File: config.mk
export PLATFORM = sky130hd
export DESIGN_NAME = output_display_ctrl_flat
export DESIGN_NICKNAME = d
export VERILOG_FILES = /design/src/rtl/output_display_ctrl_if.sv /design/src/rtl/output_display_ctrl.sv /design/src/flat_wrapper.sv
export SDC_FILE = /design/constraint.sdc
export NUM_CORES = 1
export LEC_CHECK = 0
export CORE_MARGIN = 3
export CORE_UTILIZATION = 30
export DETAILED_ROUTE_END_ITERATION = 6
export PLACE_DENSITY = 0.58
export SKIP_LAST_GASP = 1
export SYNTH_ARGS = -nofsm -noshare
export SYNTH_HDL_FRONTEND = slang
export SYNTH_SLANG_ARGS = --single-unit
File: constraint.sdc
create_clock -name clock -period 4.8 [get_ports clock]
set_input_delay 0.96 -clock clock [delete_from_list [all_inputs] [get_ports clock]]
set_output_delay 0.96 -clock clock [all_outputs]
set_load 0.01 [all_outputs]
File: src/rtl/output_display_ctrl_if.sv
// +----------------------------------------------------------------------+
// | output_display_ctrl_if : datapath-to-display signal bundle            |
// | Rev 1.0                                                               |
// +----------------------------------------------------------------------+
`default_nettype none

interface output_display_ctrl_if #(
  parameter int DATA_W     = 10,
  parameter int NUM_DIGITS = 3,
  parameter int TIME_W     = 2
);
  logic [DATA_W-1:0]       bus;
  logic [DATA_W-1:0]       reg_data;
  logic [TIME_W-1:0]       step_time;
  logic                    peekb;
  logic                    hold;
  logic                    done;
  logic [DATA_W-1:0]       led_b;
  logic [7*NUM_DIGITS-1:0] dhex;
  logic [6:0]              thex;
  logic                    led_d;
  logic                    held;

  modport master (
    output bus, reg_data, step_time, peekb, hold, done,
    input  led_b, dhex, thex, led_d, held
  );

  modport slave (
    input  bus, reg_data, step_time, peekb, hold, done,
    output led_b, dhex, thex, led_d, held
  );
endinterface

`default_nettype wire

File: src/rtl/output_display_ctrl.sv
// +----------------------------------------------------------------------+
// | output_display_ctrl : registered front-panel select/freeze/hex stage  |
// | Rev 1.0                                                               |
// +----------------------------------------------------------------------+
`default_nettype none

module output_display_ctrl #(
  parameter int DATA_W     = 10,
  parameter int NUM_DIGITS = 3,
  parameter int TIME_W     = 2,
  parameter int DONE_HOLD  = 8,
  parameter int LZ_BLANK   = 0
) (
  input  wire logic             clock,
  input  wire logic             resetn,
  output_display_ctrl_if.slave  io
);

  typedef enum logic [0:0] {
    LIVE = 1'b0,
    HELD = 1'b1
  } state_t;

  localparam int              PAD_W       = 4 * NUM_DIGITS;
  localparam int              CNT_W       = $clog2(DONE_HOLD + 1);
  localparam logic [CNT_W-1:0] C_HOLD_LOAD = CNT_W'(DONE_HOLD);
  localparam logic [6:0]      C_GLYPH_ZERO = 7'b1000000;
  localparam logic [6:0]      C_BLANK      = 7'h7F;

  state_t                  r_state;
  logic [DATA_W-1:0]       r_disp_val;
  logic [CNT_W-1:0]        r_done_cnt;
  logic [DATA_W-1:0]       r_led_b;
  logic [7*NUM_DIGITS-1:0] r_dhex;
  logic [6:0]              r_thex;
  logic                    r_led_d;
  logic                    r_held;

  logic [DATA_W-1:0]       w_sel;
  logic                    w_load;
  logic [DATA_W-1:0]       w_disp_next;
  logic [CNT_W-1:0]        w_cnt_next;
  logic [7*NUM_DIGITS-1:0] w_dhex_next;

  // Active-low {g,f,e,d,c,b,a}; b and d use lower-case shapes.
  function automatic logic [6:0] hex_glyph(input logic [3:0] nib);
    logic [6:0] seg;
    case (nib)
      4'h0: seg = 7'b1000000;
      4'h1: seg = 7'b1111001;
      4'h2: seg = 7'b0100100;
      4'h3: seg = 7'b0110000;
      4'h4: seg = 7'b0011001;
      4'h5: seg = 7'b0010010;
      4'h6: seg = 7'b0000010;
      4'h7: seg = 7'b1111000;
      4'h8: seg = 7'b0000000;
      4'h9: seg = 7'b0010000;
      4'hA: seg = 7'b0001000;
      4'hB: seg = 7'b0000011;
      4'hC: seg = 7'b1000110;
      4'hD: seg = 7'b0100001;
      4'hE: seg = 7'b0000110;
      default: seg = 7'b0001110;
    endcase
    return seg;
  endfunction

  // Frozen only while already HELD and HOLD still high; release loads on the same edge.
  assign w_sel       = io.peekb ? io.bus : io.reg_data;
  assign w_load      = (r_state == LIVE) || !io.hold;
  assign w_disp_next = w_load ? w_sel : r_disp_val;

  assign w_cnt_next = io.done             ? C_HOLD_LOAD :
                      (r_done_cnt != '0)  ? r_done_cnt - CNT_W'(1) :
                                            r_done_cnt;

  always_comb begin
    logic [PAD_W-1:0] pad;
    logic [3:0]       nib;
    logic             seen;
    pad         = PAD_W'(w_disp_next);
    seen        = 1'b0;
    w_dhex_next = '0;
    // Walk from the most significant digit so "seen" marks any nonzero digit at or above i.
    for (int i = NUM_DIGITS - 1; i >= 0; i--) begin
      nib  = pad[4*i +: 4];
      seen = seen | (nib != 4'h0);
      if ((LZ_BLANK != 0) && (i != 0) && !seen) begin
        w_dhex_next[7*i +: 7] = C_BLANK;
      end else begin
        w_dhex_next[7*i +: 7] = hex_glyph(nib);
      end
    end
  end

  always_ff @(posedge clock) begin
    if (!resetn) begin
      r_state    <= LIVE;
      r_held     <= 1'b0;
      r_disp_val <= '0;
      r_done_cnt <= '0;
      r_led_d    <= 1'b0;
      r_led_b    <= '0;
      r_dhex     <= {NUM_DIGITS{C_GLYPH_ZERO}};
      r_thex     <= C_GLYPH_ZERO;
    end else begin
      case (r_state)
        LIVE: begin
          if (io.hold) begin
            r_state <= HELD;
            r_held  <= 1'b1;
          end
        end
        HELD: begin
          if (!io.hold) begin
            r_state <= LIVE;
            r_held  <= 1'b0;
          end
        end
        default: begin
          r_state <= LIVE;
          r_held  <= 1'b0;
        end
      endcase
      r_disp_val <= w_disp_next;
      r_dhex     <= w_dhex_next;
      r_done_cnt <= w_cnt_next;
      r_led_d    <= (w_cnt_next != '0);
      r_led_b    <= io.bus;
      r_thex     <= hex_glyph(4'(io.step_time));
    end
  end

  assign io.led_b = r_led_b;
  assign io.dhex  = r_dhex;
  assign io.thex  = r_thex;
  assign io.led_d = r_led_d;
  assign io.held  = r_held;

endmodule

`default_nettype wire

File: src/flat_wrapper.sv
// flat-port wrapper written by rule: the top's interface ports become plain ports
module output_display_ctrl_flat 
#(
  parameter int DATA_W     = 10,
  parameter int NUM_DIGITS = 3,
  parameter int TIME_W     = 2,
  parameter int DONE_HOLD  = 8,
  parameter int LZ_BLANK   = 0
)
  (clock, resetn, io_bus, io_reg_data, io_step_time, io_peekb, io_hold, io_done, io_led_b, io_dhex, io_thex, io_led_d, io_held);
  output_display_ctrl_if #(.DATA_W(DATA_W), .NUM_DIGITS(NUM_DIGITS), .TIME_W(TIME_W)) io_i ();
  input  wire logic clock;
  input  wire logic resetn;
  input wire logic [$bits(io_i.bus)-1:0] io_bus;
  input wire logic [$bits(io_i.reg_data)-1:0] io_reg_data;
  input wire logic [$bits(io_i.step_time)-1:0] io_step_time;
  input wire logic [$bits(io_i.peekb)-1:0] io_peekb;
  input wire logic [$bits(io_i.hold)-1:0] io_hold;
  input wire logic [$bits(io_i.done)-1:0] io_done;
  output wire logic [$bits(io_i.led_b)-1:0] io_led_b;
  output wire logic [$bits(io_i.dhex)-1:0] io_dhex;
  output wire logic [$bits(io_i.thex)-1:0] io_thex;
  output wire logic [$bits(io_i.led_d)-1:0] io_led_d;
  output wire logic [$bits(io_i.held)-1:0] io_held;
  assign io_i.bus = io_bus;
  assign io_i.reg_data = io_reg_data;
  assign io_i.step_time = io_step_time;
  assign io_i.peekb = io_peekb;
  assign io_i.hold = io_hold;
  assign io_i.done = io_done;
  assign io_led_b = io_i.led_b;
  assign io_dhex = io_i.dhex;
  assign io_thex = io_i.thex;
  assign io_led_d = io_i.led_d;
  assign io_held = io_i.held;
  output_display_ctrl #(.DATA_W(DATA_W), .NUM_DIGITS(NUM_DIGITS), .TIME_W(TIME_W), .DONE_HOLD(DONE_HOLD), .LZ_BLANK(LZ_BLANK)) u_core (.clock(clock), .resetn(resetn), .io(io_i));
endmodule
# After elaboration in Yosys (flattened, before gate mapping)
# Memories as Yosys holds them, arrays and structs flattened. A register that Yosys moved wholly into a read port is not among the register bits.
# Index checks and enable logic that the tools add are counted.
# classes
magnitude_cmp,0
div_mod_pow,0
n_shift,0
n_eq_ne,8
mux,10
reduce_logical,9
add_sub_neg,1
mul,0
bitwise,1
# ops
op,count
$pmux 7 s4,2
$mux 10,2
$eq 2x2->1 const B,4
$mux 4,2
$reduce_bool 4->1,2
$eq 2x1->1 const B,2
$logic_not 2->1,2
$ne 2x2->1 const B,2
$sub 4x1->4 const B,1
$logic_not 1->1,3
$mux 1,3
$pmux 1 s2,1
$reduce_and 2->1,1
$logic_or 1x1->1,1
$not 1->1,1
# totals
ff_bits,55
elab_cells,39
ramBits,0
output_inout_bits,40
n_memories,2
rom_bits,224
latchBits,0
# mem_list
name,depth,word_bits,rd,rd_ports_with_merged_regs,write_ports,line_no,source
(name not given),16,7,1,1,0,output_display_ctrl.sv:48,case (nib)
(name not given),16,7,1,1,0,output_display_ctrl.sv:48,

# Depth between registers and ports, before layout
# logic_depth
word_depth,5
ltp_mapped,9
mapped_depth_nobuf,7

# Worst setup path after synthesis
# No wires, ideal clock.
# synth_timing
kind,input to register
from,input port io_hold
to,"register u_core.r_dhex[2], in the netlist u_core.io.dhex[2]"
n_path_buf,1
setup_time_ns,0.070
arrival_ns,2.589
setup_slack_ns,2.141
cell_stages,7
path_cell_list,ha_1 -> buf_4 -> o21ai_0 -> inv_1 -> ha_1 -> or3_1 -> a21boi_1
# synth_via
elab_chain_cells,3
# synth_lines
item,line_no,source
start: declaration,flat_wrapper.sv:18,input wire logic [$bits(io_i.hold)-1:0] io_hold;
$logic_not 1->1,output_display_ctrl.sv:71,assign w_load = (r_state == LIVE) || !io.hold;
$logic_or 1x1->1,output_display_ctrl.sv:71,
$mux 10,output_display_ctrl.sv:72,assign w_disp_next = w_load ? w_sel : r_disp_val;
named net u_core.w_disp_next[1],output_display_ctrl.sv:41,logic [DATA_W-1:0] w_disp_next;
end: declaration,output_display_ctrl.sv:34,logic [7*NUM_DIGITS-1:0] r_dhex;
# The timed path passes the listed nets, and every way through them passes these cells.
# A chain may end at the register's enable or synchronous reset.

# Worst setup path in the final report
# layout_timing
from,input port io_hold
to,"register u_core.r_dhex[11], in the netlist u_core.io.dhex[11]"
# Same word-level chain as after synthesis.

==> results.md <==
- # diodes: 0
- Internal power: 0.723 mW
- Total grt overflow: 0
- Leak: 1.24 nW
- Most common cell after layout, fill and taps aside: clkdlybuf4s50_1
- TritonCTS Sinks: 50
- Post-CTS setup buffers: 0
- Largest net degree at the start of global routing: 24
- Hold-fix buffers at CTS: 0
- Clock transition at the registers of the reported paths: 0.09 ns
- Post-CTS Resized: 0
- DR pass1 iterations: 4
- Root buffer cell: clkbuf_8
- Required time of the critical path: 5.02 ns
- Clock share of power: 31.2%
- Die Ht: 92.4 um
- DRT antenna net count: 0
- Critical Path End Type: flip-flop
- Syn Area/Cell: 10.3 um^2
- Yosys Warn Count: 0
- Initial Util: 31.9%
- Outcome: finished clean
- Routed Wire Length: 4800 um
- Synth area leaders: dfxtp_1, ha_1, mux2i_1, nand2_1, and2_1
- Tot Pwr: 0.984 mW
- Final TNS setup: 0 ns
- Final Net Count: 318
- Synth Area in Compound Gates: 9.94%
- Synth-to-layout area growth: 35.0%
- Min-delay worst type: flip-flop to flip-flop
- Synthesis-stage register bit count: 50
- Part of the power in combinational logic: 22.1%
- Synth area leader: dfxtp_1
- Worst setup SP type: input port
- FILL cells: 666
- Area share of fa/ha/maj cells after synthesis: 7.82%
- Endpoints failing hold: 0
- Hold path startpoint: u_core.io.held
- GRT Resource Usage Total: 11.7%
- Synthesized area: 2240 um^2
- Fmax: 296 MHz
- Area share of the largest cell type after synthesis: 44.7%
- Clk Latency, worst-skew pair: 0.32 ns
- Cell count after synthesis: 218
- Gpl congestion: 0.860
- Sequential fraction of design power: 46.6%
- MaxCap Viol Count: 0
- Vias in the first global route: 1648
- Site Rows: 30
- Hold EP: u_core.io.held
- Register-to-Register Path Depth: 6
- Max VDD drop: 0.104 mV
- H-tree depth: 2
- Worst slew margin: 36.2%
- Setup-failing EPs final: 0
- Fin. max-slew vios: 0
- Mux share of post-synthesis cell area: 13.9%
- Die X: 92.4 um
- CTS Buf Count: 5
- Clk buf depth: 2
- Largest family of logic cells by synthesized area: simple AND/OR/NAND/NOR gates
- Port-buffer cells: 64
- DRC: 0
- Switching share of power: 26.5%
- Commonest cells after routing, fill and taps aside: clkdlybuf4s50_1, dfxtp_1, nand2_1
- Routed len/inst: 12.8 um
- Share of post-route cells with drive strength above 1: 8.63%
- Critical path peak fanout: 19
- Vias per inst: 4.54
- Clock skew: 0.0135 ns
- Hold path depth: 1
- Register area share after synthesis: 44.7%
- Tmin final: 3.38 ns
- Vias: 1698
- CTS tree: built
- Tcrit/Tclk final: 70.3%
- First-pass GRT wire length: 8020 um
- Antenna violations before repair: 0
- R2r setup slk: 2.21 ns
- Unrepaired setup endpoints after global routing: false
- Xor and xnor area share after synthesis: 0.782%
- Capture point of the worst reg-to-reg path: u_core.io.dhex[2]
- Kind of critical path: input port to flip-flop
- Core box area: 7020 um^2
- Initial DRC Count: 107
- Hpwl dp: 3580 um
- Power Density: 325 nW/um^2
- Reg2reg start: u_core.r_state
- Worst EP arrival: 3.60 ns
- Synth Area in Simple Gates: 15.7%
- Net switching power: 0.261 mW
- Synth unique cells: 40
- Die ar.: 8540 um^2
- Tightest Pin Transition: 0.957 ns
- # IOs: 67
worst max-delay path: stages:
cell and delay (ns):
clkdlybuf4s50_1 0.48, ha_1 0.79, mux2i_1 0.59, inv_1 0.18
ha_1 0.22, mux2_2 0.25, o32ai_1 0.12
layout make-up:
type                       instances  area, um^2  share of cell area (%)
clock buffer                       5        68.8                    2.27
tap                               96         120                    3.97
clock inverter                     3        47.5                    1.57
sequential                        50        1000                    33.1
timing repair buffer              66         656                    21.7
inverter                          12        45.0                    1.49
multi-input combinational        142        1090                    35.9
how the worst max path moves through the flow:
stage                  from                 end  slack [ns]  depth (start not counted)
global placement    io_hold  u_core.io.dhex[13]        1.18                          7
global route        io_hold   u_core.io.dhex[2]        1.18                          8
floorplan           io_hold   u_core.io.dhex[2]        2.14                          7
finish              io_hold  u_core.io.dhex[11]        1.42                          7
CTS                 io_hold  u_core.io.dhex[11]        1.39                          7
detailed placement  io_hold  u_core.io.dhex[11]        1.06                          7
Yosys cell counts, drive strengths merged:
master	n
mux2	8
mux2i	18
and2	16
o21ai	6
nand2	27
a211oi	2
nor3	1
or3b	1
o221ai	2
and2b	1
or3	4
a21oi	1
o2bb2ai	3
a211o	1
nor2b	5
clkbuf	6
nor4bb	1
nand4	1
nor2	7
o21a	3
a21boi	2
ha	14
nor3b	1
xnor2	2
o31a	1
nand3	3
o32ai	4
nand4b	1
buf	9
dfxtp	50
o211a	1
inv	12
conb	1
o211ai	2
o22ai	1
state kept, by name (all words and copies together) (netlist names):
| signal | count |
|---|---|
| u_core.io.thex | 5 |
| u_core.io.held | 1 |
| u_core.r_state | 1 |
| u_core.r_disp_val | 10 |
| u_core.io.dhex | 18 |
| u_core.io.led_d | 1 |
| u_core.r_done_cnt | 4 |
| u_core.io.led_b | 10 |
stage by stage:
step / setup slack (ns) / cells / hold slack [ns] / cell area [um^2] / util (%)
2_1_floorplan: 2.14 / 219 / 0.490 / 2240 / -
3_3_place_gp: 1.18 / 366 / 0.488 / 2910 / 41.4
3_5_place_dp: 1.06 / 366 / 0.492 / 2910 / 41.4
4_1_cts: 1.39 / 374 / 0.520 / 3030 / 43.1
5_1_grt: 1.18 / 374 / 0.549 / 3030 / 43.1
6_report: 1.42 / 374 / 0.517 / 3030 / 43.1
routing by layer:
layer  vias up  global-route usage [%]  routed length [um]
met3         8                    3.41                 373
met2        58                    17.2                2020
li1        849                       -                   -
met5         -                       0                   0
met1       783                    15.9                2300
met4         0                    5.07                 101
kinds of logic (layout without fill, tap and decap cells):
kind of cell,after synthesis,count (layout)
flops,50,50
other cells,1,2
compound gates,29,29
simple gates,69,69
buf+inv,27,86
mux,26,26
fa+ha+maj,14,14
xor+xnor,2,2
power by group through the flow:
stage / sequential, mW / clock (mW) / combinational, mW
global route: 0.463 / 0.339 / 0.240
finish: 0.459 / 0.307 / 0.218
CTS: 0.460 / 0.322 / 0.221
detailed placement: 0.469 / 0 / 0.219
floorplan: 0.480 / 0 / 0.119
global placement: 0.469 / 0 / 0.219
No activity file was read; power rests on OpenSTA's default activity.
